### config.mk
export PLATFORM = sky130hd
export DESIGN_NAME = serial_work_transmit
export DESIGN_NICKNAME = d
export VERILOG_FILES = /design/src/rtl/serial_pkg.sv /design/src/rtl/uart_tx_byte.sv /design/src/rtl/serial_work_transmit.sv
export SDC_FILE = /design/constraint.sdc
export NUM_CORES = 1
export LEC_CHECK = 0
export ABC_AREA = 1
export ABC_CLOCK_PERIOD_IN_PS = 2750
export CAP_MARGIN = 20
export CORE_MARGIN = 1.5
export CORE_UTILIZATION = 53
export DETAILED_ROUTE_END_ITERATION = 6
export GPL_ROUTABILITY_DRIVEN = 0
export PLACE_DENSITY = 0.88
export SLEW_MARGIN = 25
export SYNTH_ARGS = -nofsm -noshare
export SYNTH_HDL_FRONTEND = slang
export SYNTH_SLANG_ARGS = --single-unit
### constraint.sdc
create_clock -name clk -period 2.75 [get_ports clk]
set_clock_uncertainty 0.2 [all_clocks]
set_input_delay 0.825 -clock clk [delete_from_list [all_inputs] [get_ports clk]]
set_output_delay 0.825 -clock clk [all_outputs]
set_load 0.05 [all_outputs]
### src/rtl/serial_pkg.sv
// Shared constants and state encodings for the serial work-load link.
// The receive side uses the same packet lengths and bit-period derivation,
// so both ends agree on framing by construction.
package serial_pkg;

  localparam int KRAMBLE_BYTES    = 44;
  localparam int ICARUS_BYTES     = 64;
  localparam int ICARUS_PAD_BYTES = 20;
  localparam int MIDSTATE_BYTES   = 32;
  localparam int PACKET_BITS      = 352;

  // Bit-level states of the byte transmitter.
  typedef enum logic [2:0] {
    TX_IDLE,
    TX_START,
    TX_DATA,
    TX_STOP,
    TX_GAP
  } tx_state_e;

  // Packet-level states of the work transmitter.
  typedef enum logic [1:0] {
    PKT_IDLE,
    PKT_SEND,
    PKT_WAIT,
    PKT_FIN
  } pkt_state_e;

  // One bit lasts 2*SPEED_MHZ clocks, identical to the receiver.
  function automatic int clk_per_bit(input int speed_mhz);
    return 2 * speed_mhz;
  endfunction

  function automatic int packet_bytes(input int icarus);
    return (icarus != 0) ? ICARUS_BYTES : KRAMBLE_BYTES;
  endfunction

endpackage

### src/rtl/uart_tx_byte.sv
// 8N1 byte transmitter with a configurable idle gap after the stop bit.
// Handshake: a byte transfers on a clock edge where start=1 and busy=0.
// busy drops during the final clock of a frame (last stop or gap clock), so
// a byte offered then starts on the very next clock with no idle cycles.
module uart_tx_byte
  import serial_pkg::*;
#(
  parameter int CLK_PER_BIT = 100,
  parameter int GAP_BITS    = 2
) (
  input  logic       clk,
  input  logic       rst_n,
  input  logic [7:0] data,
  input  logic       start,
  output logic       busy,
  output logic       tx
);

  localparam logic [7:0] BIT_LAST = 8'(CLK_PER_BIT - 1);
  localparam logic [3:0] GAP_LAST = 4'(GAP_BITS - 1);

  tx_state_e  state_q;
  logic [7:0] cnt_q;
  logic [3:0] idx_q;
  logic [7:0] shreg_q;
  logic       tx_q;

  logic bit_end;
  logic frame_end;
  logic take;

  // Frame ends on the last clock of the stop bit, or of the last gap bit.
  always_comb begin
    bit_end   = (cnt_q == BIT_LAST);
    frame_end = bit_end &&
                (((state_q == TX_STOP) && (GAP_BITS == 0)) ||
                 ((state_q == TX_GAP) && (idx_q == GAP_LAST)));
    busy      = !((state_q == TX_IDLE) || frame_end);
    take      = start && !busy;
  end

  assign tx = tx_q;

  // Bit sequencer: start, 8 data bits LSB first, stop, then the gap.
  always_ff @(posedge clk or negedge rst_n) begin
    if (!rst_n) begin
      state_q <= TX_IDLE;
      cnt_q   <= '0;
      idx_q   <= '0;
      shreg_q <= '0;
      tx_q    <= 1'b1;
    end else if (take) begin
      state_q <= TX_START;
      cnt_q   <= '0;
      idx_q   <= '0;
      shreg_q <= data;
      tx_q    <= 1'b0;
    end else begin
      case (state_q)
        TX_IDLE: begin
          tx_q <= 1'b1;
        end
        TX_START: begin
          if (bit_end) begin
            cnt_q   <= '0;
            tx_q    <= shreg_q[0];
            shreg_q <= {1'b0, shreg_q[7:1]};
            state_q <= TX_DATA;
          end else begin
            cnt_q <= cnt_q + 8'd1;
          end
        end
        TX_DATA: begin
          if (bit_end) begin
            cnt_q <= '0;
            if (idx_q == 4'd7) begin
              idx_q   <= '0;
              tx_q    <= 1'b1;
              state_q <= TX_STOP;
            end else begin
              idx_q   <= idx_q + 4'd1;
              tx_q    <= shreg_q[0];
              shreg_q <= {1'b0, shreg_q[7:1]};
            end
          end else begin
            cnt_q <= cnt_q + 8'd1;
          end
        end
        TX_STOP: begin
          if (bit_end) begin
            cnt_q   <= '0;
            idx_q   <= '0;
            state_q <= (GAP_BITS == 0) ? TX_IDLE : TX_GAP;
          end else begin
            cnt_q <= cnt_q + 8'd1;
          end
        end
        TX_GAP: begin
          if (bit_end) begin
            cnt_q <= '0;
            if (idx_q == GAP_LAST) begin
              idx_q   <= '0;
              state_q <= TX_IDLE;
            end else begin
              idx_q <= idx_q + 4'd1;
            end
          end else begin
            cnt_q <= cnt_q + 8'd1;
          end
        end
        default: begin
          state_q <= TX_IDLE;
          tx_q    <= 1'b1;
        end
      endcase
    end
  end

endmodule

### src/rtl/serial_work_transmit.sv
// Sends one midstate+data2 work packet as a UART byte stream, MSB byte first.
// The packet is captured into a shift buffer on accept; icarus padding bytes
// are produced from the byte counter and never occupy buffer space.
module serial_work_transmit
  import serial_pkg::*;
#(
  parameter int SPEED_MHZ = 50,
  parameter int ICARUS    = 0,
  parameter int GAP_BITS  = 2
) (
  input  logic         clk,
  input  logic         rst_n,
  input  logic [255:0] midstate,
  input  logic [95:0]  data2,
  input  logic         load,
  output logic         busy,
  output logic         done,
  output logic         TxD
);

  localparam int         CLK_PER_BIT = clk_per_bit(SPEED_MHZ);
  localparam int         N_BYTES     = packet_bytes(ICARUS);
  localparam logic [6:0] LAST_BYTE   = 7'(N_BYTES - 1);
  localparam logic [6:0] PAD_FIRST   = 7'(MIDSTATE_BYTES);
  localparam logic [6:0] PAD_END     = 7'(MIDSTATE_BYTES + ICARUS_PAD_BYTES);

  pkt_state_e             state_q;
  logic [PACKET_BITS-1:0] buf_q;
  logic [6:0]             byte_cnt_q;
  logic                   busy_q;
  logic                   done_q;

  logic       is_pad;
  logic [7:0] tx_data;
  logic       tx_start;
  logic       tx_busy;
  logic       tx_take;

  // Byte offered to the transmitter: zero padding or the buffer's top byte.
  always_comb begin
    is_pad   = (ICARUS != 0) && (byte_cnt_q >= PAD_FIRST) && (byte_cnt_q < PAD_END);
    tx_data  = is_pad ? 8'h00 : buf_q[PACKET_BITS-1 -: 8];
    tx_start = (state_q == PKT_SEND);
    tx_take  = tx_start && !tx_busy;
  end

  // Packet sequencer. busy_q stays high through the done cycle and clears
  // one cycle later, so a load coinciding with done is dropped.
  always_ff @(posedge clk or negedge rst_n) begin
    if (!rst_n) begin
      state_q    <= PKT_IDLE;
      buf_q      <= '0;
      byte_cnt_q <= '0;
      busy_q     <= 1'b0;
      done_q     <= 1'b0;
    end else begin
      case (state_q)
        PKT_IDLE: begin
          done_q <= 1'b0;
          busy_q <= 1'b0;
          if (load && !busy_q) begin
            buf_q      <= {midstate, data2};
            byte_cnt_q <= '0;
            busy_q     <= 1'b1;
            state_q    <= PKT_SEND;
          end
        end
        PKT_SEND: begin
          if (tx_take) begin
            if (!is_pad) begin
              buf_q <= {buf_q[PACKET_BITS-9:0], 8'h00};
            end
            if (byte_cnt_q == LAST_BYTE) begin
              state_q <= PKT_WAIT;
            end else begin
              byte_cnt_q <= byte_cnt_q + 7'd1;
            end
          end
        end
        PKT_WAIT: begin
          if (!tx_busy) begin
            state_q <= PKT_FIN;
          end
        end
        PKT_FIN: begin
          done_q  <= 1'b1;
          state_q <= PKT_IDLE;
        end
        default: begin
          state_q <= PKT_IDLE;
        end
      endcase
    end
  end

  uart_tx_byte #(
    .CLK_PER_BIT(CLK_PER_BIT),
    .GAP_BITS   (GAP_BITS)
  ) u_tx (
    .clk  (clk),
    .rst_n(rst_n),
    .data (tx_data),
    .start(tx_start),
    .busy (tx_busy),
    .tx   (TxD)
  );

  assign busy = busy_q;
  assign done = done_q;

endmodule

==> summary.md <==
| Metric | Value |
|---|---|
| Final setup violating endpoints | `0` |
| Commonest non-fill, non-tap cell in the layout | `nand2_1` |
| Max Root-Sink Buffers | `3` |
| Worst Max-Slew Pin Slew | `0.6725 ns` |
| GRT Overall Usage | `27.10%` |
| Wirelength per Cell | `15.10 um` |
| Largest net degree at the start of global routing | `99` |
| Slew Limit Fails | `0` |
| Synth Instances | `2568` |
| Compound-Gate Fraction of Synth Area | `18.10%` |
| Place WS | `0.04538 ns` |
| Vias per std cell | `5.244` |
| Final Cell Area | `24650 sq um` |
| Fmax | `402.0 MHz` |
| Setup WS post-layout | `0.2625 ns` |
| Max-Cap Viols | `0` |
| Worst Hold Class | `input port to async pin` |
| Worst r2r dst | `buf_q[127]` |
| Rows | `69` |
| Final antenna-violating net count | `0` |
| Largest family of logic cells by synthesized area | `simple AND/OR/NAND/NOR gates` |
| Worst r2r src | `state_q[1]` |
| CTS Sinks | `387` |
| Worst Path Arrival | `2.71 ns` |
| Initial antenna violation count | `1` |
| Total number of vias | `17630` |
| Mux contribution to synthesized area | `0.05830%` |
| R2r worst-path depth | `9` |
| Setup_tns | `0 ns` |
| Hold buffer count at cts | `0` |
| R2R Setup Slk | `0.26 ns` |
| Post-layout nets | `3230` |
| Clock latency at the later pin of the worst-skew pair | `0.54 ns` |
| Violated checks | `design-rule violations` |
| Max H-tree Level | `2` |
| Clk pin slew, worst setup/hold paths | `0.06 ns` |
| Diode count | `0` |
| Synth warnings | `0` |
| Die X | `193.9 um` |
| Cell Area, Synth | `19310 sq um` |
| Worst path required time | `2.98 ns` |
| Synth Area in Adders | `0.5182%` |
| Synth cell types | `34` |
| Synth-to-layout area growth | `27.60%` |
| Status | `finished, violations left` |
| P_leak | `11.85 nW` |
| Tmin final | `2.487 ns` |
| Fin crit share | `90.45%` |
| Crit-path max FO | `61` |
| Synth Area in Simple Gates | `19.12%` |
| Fillers | `2762` |
| Post-Synth XOR/XNOR Area | `0.1814%` |
| Sequential area share after synthesis | `50.15%` |
| Avg Cell Area, Syn | `7.521 sq um` |
| Pwr Total | `27.29 mW` |
| Fraction of layout cells with a size suffix above 1 | `5.000%` |
| Post-Syn Nets | `2931` |
| Storage cell area | `9686 sq um` |
| Placed cell area | `23270 sq um` |
| Initial Utilization | `54.04%` |
| P per Cell Area | `1107 nW/um^2` |
| # DRC | `21` |
| Crit path capture type | `flop` |
| WL final | `50750 um` |
| Iteration-0 DRC Markers | `1346` |
| Die area | `37600 sq um` |
| Chip height | `193.9 um` |
| Critical path class | `flop to flop` |
| Number of global-route vias before repair | `17550` |
| Commonest cells after routing, fill and taps aside | `nand2_1 (869), o21ai_0 (544), dfrtp_1 (386), inv_1 (360), clkdlybuf4s50_1 (353)` |
| Max IR drop VDD | `0.5821 mV` |
| CTS tree | `done` |
| Clk root buf | `clkbuf_16` |
| CP startpoint | `state_q[1]` |
| First-pass GRT wire length | `84260 um` |
| I/O pin count | `358` |
| Drt pass-1 iters | `7` |
| Crit path capture | `buf_q[127]` |
| PortBufs | `357` |
| Hpwl dp | `35220 um` |
| Multi-input logic area | `7335 sq um` |
| Startpoint types | `flop` |
| RSZ-0062 raised after global routing | `no` |
| Synthesized flop and latch total | `387` |
| Num CTS Buffers | `42` |
| Slew headroom | `55.17%` |
| Core Footprint | `35740 sq um` |
| Grt total ovfl | `0` |
| Final hold violation count | `0` |
==> worst min path at each step <==
stage | start | end | cells past startpoint
CTS | rst_n | buf_q[218] | 1
detailed placement | u_tx.tx | u_tx.tx | 2
floorplan | u_tx.shreg_q[1] | u_tx.shreg_q[1] | 2
global placement | u_tx.tx | u_tx.tx | 2
finish | rst_n | buf_q[159] | 1
global route | rst_n | buf_q[155] | 1
==> through the flow <==
| step | std cells | hold WS [ns] | utilization, % |
|---|---|---|---|
| detailed placement | 3284 | 0.2570 | 65.12 |
| floorplan | 2568 | 0.2422 | - |
| global placement | 3284 | 0.2512 | 65.12 |
| global route | 3361 | 0.1038 | 68.96 |
| CTS | 3361 | 0.09044 | 68.96 |
| finish | 3361 | 0.05551 | 68.96 |
==> power by group <==
part	switching (mW)	total, mW	internal [mW]
clock	2.33	5.61	3.29
sequential	0.853	9.26	8.41
combinational	8.26	12.4	4.15
total	11.4	27.3	15.8
==> flip-flops by register name, summed over array words and instances, names as in the netlist <==
register and cells:
u_tx.cnt_q 8, done 1, byte_cnt_q 7, state_q 2
busy 1, u_tx.shreg_q 8, u_tx.idx_q 4, u_tx.tx 1
u_tx.state_q 3, buf_q 352
==> timing repair <==
action / in CTS / in global routing
setup endpoints to repair: 2 / 0
setup buffers: 0 / 0
gates resized for setup: 2 / 0
==> cell type report <==
cell class                 count  area share, %
timing repair buffer         415          17.38
tap                          461          2.340
clock buffer                  58          4.752
multi-input combinational   1657          29.76
clock inverter                19         0.8275
inverter                     364          5.640
sequential                   387          39.30
==> worst max-delay path: stages (launching register included) <==
cell and delay [ns]:
dfrtp_1 0.42, inv_1 0.10, ha_1 0.34, inv_8 0.16, o21ai_1 0.30, nand2_4 0.14
inv_16 0.17, buf_12 0.27, nand2_1 0.10, o21ai_1 0.15
==> cell families (layout without fill, tap and decap cells) <==
kind of cell               after synthesis  in the layout
muxes                                    1              1
xor gates and xnor gates                 4              4
AOI/OAI and AO/OA                      697            697
DFF                                    387            387
and+or+nand+nor                        947            947
adders and majority gates                8              8
buffers and inverters                  524            856
==> cells in the mapped netlist <==
library cell    n  area share, %
nand2_2         5           0.16
a31oi_1         1          0.032
buf_2          79            2.0
o21ai_2         1          0.045
o21ai_1       144            3.7
nor3_1          2          0.052
xnor2_1         2          0.091
nor2_4          1          0.058
nand3_2         1          0.052
nand3_1        27           0.70
buf_4           2          0.078
inv_2           3          0.058
nand4_1        12           0.39
a21boi_0        1          0.039
dfrtp_1       386             50
or2_2           2          0.065
nand3_4         1          0.091
inv_4           1          0.032
nand2_1       869             17
inv_1         360            7.0
xor2_1          2          0.091
nand2_4         1          0.058
a21oi_1         6           0.16
nor2_1         21           0.41
o21ai_0       544             14
nand3b_1        4           0.16
ha_1            8           0.52
buf_8          12           0.93
buf_6           9           0.52
nor3b_1         1          0.039
buf_12          1           0.10
clkbuf_1       57            1.1
mux2_2          1          0.058
dfstp_2         1           0.14
==> routing by layer <==
layer  track usage [%]  up-vias  wire (um)
met1             34.81     8143      20800
met2             46.61      746      24560
met3             4.749      111       3883
met5                 0        -          0
met4             8.941        0       1503
li1                  -     8625          -
Note: power is estimated with default switching activity, not from simulation.
